**src/rtl/dmem_arbiter_pkg.sv**
```systemverilog
// -----------------------------------------------------------------------------
// dmem_arbiter_pkg
// Shared types for the data-memory arbiter.
//   arb_state_t : current owner of the data_mem port (core or host).
// -----------------------------------------------------------------------------
package dmem_arbiter_pkg;

  typedef enum logic {
    OWN_CORE = 1'b0,
    OWN_HOST = 1'b1
  } arb_state_t;

endpackage

```
**src/rtl/dmem_arbiter.sv**
```systemverilog
// -----------------------------------------------------------------------------
// dmem_arbiter
// Shares the single-ported data_mem between the core load/store path and a
// host port (program loader / debug reader). The core has priority; a
// starvation counter guarantees the host eventually gets in, and a burst
// limit bounds how long the host may hold memory while the core waits.
//
// Ports
//   clk, reset            : clock, synchronous active-high reset
//   core_req/we/addr/wdata: core access request (LD/ST)
//   core_rdata            : combinational pass-through of mem_rdata
//   core_stall            : core denied this cycle (ORed into Halt)
//   host_req/we/addr/wdata: host beat
//   host_gnt              : host beat accepted this cycle
//   host_rdata/rvalid     : registered host read data, one-cycle pulse
//   mem_addr/wdata/we     : to data_mem
//   mem_rdata             : from data_mem (combinational read)
//   state                 : current owner, exposed for observation
//
// Host handshake: host_req is a valid that the host holds, with stable
// address/data, until a cycle in which host_gnt is high; a beat transfers
// exactly in a cycle where host_req and host_gnt are both high. A granted
// read returns its data with host_rvalid one cycle later.
// -----------------------------------------------------------------------------
module dmem_arbiter
  import dmem_arbiter_pkg::*;
#(
  parameter int AW        = 8,
  parameter int DW        = 8,
  parameter int STARVE    = 4,
  parameter int BURST_MAX = 8
) (
  input  logic          clk,
  input  logic          reset,
  input  logic          core_req,
  input  logic          core_we,
  input  logic [AW-1:0] core_addr,
  input  logic [DW-1:0] core_wdata,
  output logic [DW-1:0] core_rdata,
  output logic          core_stall,
  input  logic          host_req,
  input  logic          host_we,
  input  logic [AW-1:0] host_addr,
  input  logic [DW-1:0] host_wdata,
  output logic          host_gnt,
  output logic [DW-1:0] host_rdata,
  output logic          host_rvalid,
  output logic [AW-1:0] mem_addr,
  output logic [DW-1:0] mem_wdata,
  output logic          mem_we,
  input  logic [DW-1:0] mem_rdata,
  output arb_state_t    state
);

  localparam int SW = $clog2(STARVE) + 1;
  localparam int BW = $clog2(BURST_MAX) + 1;
  localparam logic [SW-1:0] STARVE_LAST = SW'(STARVE - 1);
  localparam logic [BW-1:0] BURST_LAST  = BW'(BURST_MAX - 1);

  arb_state_t      state_next;
  logic [SW-1:0]   starve_cnt;
  logic [BW-1:0]   beat_cnt;

  assign core_rdata = mem_rdata;

  // Next-owner and port muxing. The cycle in which a decision is made is
  // still served by the current owner.
  always_comb begin
    state_next = state;
    mem_addr   = core_addr;
    mem_wdata  = core_wdata;
    mem_we     = core_req & core_we;
    host_gnt   = 1'b0;
    core_stall = 1'b0;
    case (state)
      OWN_CORE: begin
        if (host_req && (!core_req || starve_cnt == STARVE_LAST)) begin
          state_next = OWN_HOST;
        end
      end
      OWN_HOST: begin
        mem_addr   = host_addr;
        mem_wdata  = host_wdata;
        mem_we     = host_req & host_we;
        host_gnt   = host_req;
        core_stall = core_req;
        // Dropping host_req leaves one host-owned bubble before handback.
        if (!host_req || (host_gnt && core_req && beat_cnt == BURST_LAST)) begin
          state_next = OWN_CORE;
        end
      end
      default: state_next = OWN_CORE;
    endcase
  end

  always_ff @(posedge clk) begin
    if (reset) begin
      state       <= OWN_CORE;
      starve_cnt  <= '0;
      beat_cnt    <= '0;
      host_rvalid <= 1'b0;
      host_rdata  <= '0;
    end else begin
      state <= state_next;

      if (state == OWN_CORE) begin
        if (state_next == OWN_HOST || !host_req) begin
          starve_cnt <= '0;
        end else if (core_req) begin
          starve_cnt <= starve_cnt + 1'b1;
        end
      end else begin
        starve_cnt <= '0;
      end

      // beat_cnt saturates at the limit: an unopposed host may stream far
      // past BURST_MAX, and a wrapped count would let it hold off a core
      // that starts requesting later. Saturated, such a host yields after
      // its next granted beat once the core is waiting.
      if (state == OWN_CORE) begin
        beat_cnt <= '0;
      end else if (host_gnt && beat_cnt != BURST_LAST) begin
        beat_cnt <= beat_cnt + 1'b1;
      end

      if (host_gnt && !host_we) begin
        host_rdata  <= mem_rdata;
        host_rvalid <= 1'b1;
      end else begin
        host_rvalid <= 1'b0;
      end
    end
  end

endmodule

```
**config.mk**
```make
export PLATFORM = sky130hd
export DESIGN_NAME = dmem_arbiter
export DESIGN_NICKNAME = d
export VERILOG_FILES = /design/src/rtl/dmem_arbiter_pkg.sv /design/src/rtl/dmem_arbiter.sv
export SDC_FILE = /design/constraint.sdc
export NUM_CORES = 1
export LEC_CHECK = 0
export CORE_MARGIN = 2
export CORE_UTILIZATION = 25
export DETAILED_ROUTE_END_ITERATION = 12
export GPL_ROUTABILITY_DRIVEN = 1
export PLACE_DENSITY_LB_ADDON = 0.15
export SYNTH_ARGS = -nofsm -noshare
export SYNTH_HDL_FRONTEND = slang
export SYNTH_SLANG_ARGS = --single-unit
```
**constraint.sdc**
```tcl
create_clock -name clk -period 1.2 [get_ports clk]
set_input_delay 0.36 -clock clk [delete_from_list [all_inputs] [get_ports clk]]
set_output_delay 0.36 -clock clk [all_outputs]
set_load 0.01 [all_outputs]
```
=== Yosys cells after proc, flatten, opt, wreduce, memory -nomap -nowiden ===
Index checks and enable logic that the tools add are counted.

* Word-level logic and storage cells: 35
* Bits of input ports: 46
* Register bits after elaboration: 17
* Output and inout bits: 37

* Add/sub/neg operators: 2
* Reduce and logical (&&, ||, !) cells: 13
* Equality and inequality tests: 3
* Bitwise logic cells: 3
* Mux-type cells: 9

{| class="wikitable"
|+ Operator list
! cell !! count
|-
| 8-bit 2-to-1 mux || 2
|-
| 1-bit 2-to-1 mux || 6
|-
| 1-bit logical AND || 5
|-
| 4-bit by 1-bit adder with 4-bit output (second input constant) || 1
|-
| 4-bit by 3-bit == test with 1-bit output (second input constant) || 1
|-
| 4-bit by 3-bit != test with 1-bit output (second input constant) || 1
|-
| 3-bit by 1-bit adder with 3-bit output (second input constant) || 1
|-
| 3-bit by 2-bit == test with 1-bit output (second input constant) || 1
|-
| 1-bit logical NOT || 3
|-
| 1-bit logical OR || 3
|-
| 3-bit OR reduction || 1
|-
| 1-bit AND || 2
|-
| 1-bit case mux with 2 select lines || 1
|-
| 2-bit OR reduction || 1
|-
| 1-bit inverter || 1
|}

=== Logic depth before layout (Yosys ltp) ===
* Word-level depth: 7
* Depth in mapped cells: 5
* Depth with buffers taken out: 5

=== Least setup slack after synthesis ===
Ideal clock, no wire load.

* Path kind: reg2out
* Start point: register state
* End point: output port mem_addr[0]
* Stages on the path, launching flop included: 3
* Slack: -226 ps
* Path buffers: 1
* Required time: 840 ps
* Arrival: 1066 ps
* Cell sequence: dfxtp_1 buf_2 mux2_2

* Cells in the longest elaborated chain, start to end: 1

{| class="wikitable"
|+ Ends and longest elaborated chain
! item !! RTL line !! text
|-
| start, declared || dmem_arbiter.sv:52 || <nowiki>output arb_state_t state</nowiki>
|-
| start signal, assigned || dmem_arbiter.sv:104 || <nowiki>state <= state_next;</nowiki>
|-
| 8-bit 2-to-1 mux || dmem_arbiter.sv:75 || <nowiki>case (state)</nowiki>
|-
| end, declared || dmem_arbiter.sv:48 || <nowiki>output logic [AW-1:0] mem_addr,</nowiki>
|}

No other way between the ends.

=== Final worst setup path ===
Same ends and word-level chain as after synthesis.

==> flow_summary.ini <==
[worst_setup_path]
cp.arrival_ns = 1.30
start_kind = flop
worst-path-max-fanout = 5
end_kind = primary output
required_ns = 0.84
critPathKind = reg -> out

[placed_design]
dp_hpwl_microns = 2490
gp_congestion = 0.800
pre_cts_slack_ns = -0.844
numPortBuffers = 82
placed_cell_area_sq_um = 1860
place_inst = 229

[die]
num_rows = 22
die_area_sq_um = 4300
die_h_microns = 65.6
die_w_microns = 65.6
boundaryPins = 83
core_area_sq_um = 3660
initial_utilization = 0.259

[power_and_ir_drop]
p_per_area_nw_per_um2 = 714
ir_drop_mv = 0.605
p_leak_nw = 0.995

[clock_network]
cts_hold_buf = 0
cts_tree = built
clock_path_buffers = 2
clock_sinks = 17
cts-root-buf = clkbuf_8
clkTransAtPathRegs_ns = 0.06
cts_buffers = 3
h-tree-depth = 1
clk_latency_ns = 0.25

[routing]
first_pass_iters = 4
first_iter_violations = 25
routed_wl_microns = 3640
vias = 1082
wl_per_cell_microns = 15.1
drt_drc_violations_left = 0
vias_per_cell = 4.49
postRouteAntennaNets = 0

[global_route]
grt_pass1_wl_microns = 5460
antenna_found_initial = 0
grt_max_degree = 11
grt_pass1_vias = 1118
overflow = 0
grt_util_all_layers = 0.169

[timing]
hold_violations = 0
slew_viol_final = 0
setup_violations = 33
rsz0062_at_grt = yes
fin_setup_tns_ns = -10.25
fmax_mhz = 602
worst_slack_ns = -0.462
fin_crit_sh = 1.38
period_needed_ns = 1.66
worst_pin_slew_ns = 0.215
slew_headroom = 0.856
skew_ns = 0.00417

[worst_hold_path]
hold_class = reg -> reg

[synth]
ys_seq_elements = 17
syn_area_sq_um = 947
syn_inst = 98
yosysSeqAreaShare = 0.359
post_synth_num_cell_types = 27
ys.warnings.count = 0
avgSynthCellArea_sq_um = 9.66
synth_nets = 147

[layout]
finish.utilization = 0.591
stdcell_area_sq_um = 2160
area_delta_synth_final_pct = 128
final_cells = 241
drive_gt1_frac = 0.513
layout_commonest_cell = clkdlybuf4s50_1
n_antenna_cell = 0
fin_nets = 243
final_cell_mix = 35 x clkdlybuf4s50_1, 26 x buf_6, 16 x mux2_4

[run_status]
violations = negative setup slack
outcome = finished, violations left

[flow_run]
max_cap_viol_count = 0
-- logic make-up after synthesis --
group,Yosys count,share of synthesized area
AO/OA/AOI/OAI,9,0.0515
adder cells (fa/ha/maj),3,0.0396
buffers and inverters,15,0.102
flip-flops,17,0.359
multiplexers,24,0.275
AND/OR/NAND/NOR,30,0.173
-- synthesized netlist by cell type (all sizes together) --
library cell,instances,area (sq um)
nand3,1,5.00
and2,1,6.26
nor2,11,41.3
mux2,16,180
and3b,1,8.76
dfxtp,17,340
nand3b,2,15.0
nor2b,1,6.26
nor3,1,5.00
o2bb2ai,1,8.76
nor4b,1,15.0
nand2b,1,6.26
inv,3,11.3
buf,11,81.3
nand2,5,21.3
and3,1,6.26
nand4,1,6.26
clkbuf,1,3.75
and4,1,8.76
ha,3,37.5
o21ai,3,15.0
or3,2,12.5
mux2i,8,80.1
a21oi,5,25.0
-- worst paths after layout --
| path | to | startpoint | cells after the start | slack, ns |
|---|---|---|---|---|
| setup reg to reg | beat_cnt[0]$_SDFFE_PP0P_ | state$_SDFF_PP0_ | 7 | -0.27 |
| hold / removal | starve_cnt[0]$_SDFFE_PP0P_ | starve_cnt[0]$_SDFFE_PP0P_ | 1 | 0.41 |
| setup / recovery | mem_addr[0] | state$_SDFF_PP0_ | 4 | -0.46 |
| hold reg to reg | starve_cnt[0]$_SDFFE_PP0P_ | starve_cnt[0]$_SDFFE_PP0P_ | 1 | 0.41 |
-- cell type report --
cell class              count  area [sq um]
fillers                   333          1500
repair buffers            103          1010
multi-input cells          66           682
flip-flops and latches     17           350
well taps                  48          60.1
clock buffers               4          45.0
inverters                   3          16.3
-- worst max-delay path, cell delays in order, from the launching register on --
cell and delay (ns):
dfxtp_4 0.36, buf_12 0.13, buf_12 0.13, mux2_4 0.31
buf_6 0.12
-- what timing repair did --
action,4_1_cts,5_1_grt
buffers inserted,10,2
setup endpoints to repair,52,46
cloned,2,0
gates resized for setup,200,31
pin swaps,9,11
-- state kept, by name (all words and copies together) (netlist names) --
signal       count
beat_cnt         4
host_rdata       8
host_rvalid      1
starve_cnt       3
state            1
-- metrics by stage --
step                      hold slack, ns  power [mW]
after floorplan                    0.397       0.744
after global placement             0.408        1.03
after detailed placement           0.431        1.04
after CTS                          0.409        1.56
after global routing               0.431        1.62
final                              0.411        1.54
-- metal layers --
metal | global-route usage | wire (microns) | vias to the layer above
met4 | 0.0547 | 87 | 0
met1 | 0.190 | 1420 | 520
met5 | 0 | 0 | -
met3 | 0.0462 | 145 | 8
met2 | 0.306 | 1990 | 30
li1 | - | - | 524
-- power by group --
part | total [mW] | internal (mW) | leakage (nW) | switching (mW)
clock | 0.414 | 0.235 | 0.0228 | 0.179
combinational | 0.554 | 0.366 | 0.832 | 0.188
sequential | 0.576 | 0.570 | 0.140 | 0.00574
Note: power is estimated with default switching activity, not from simulation.
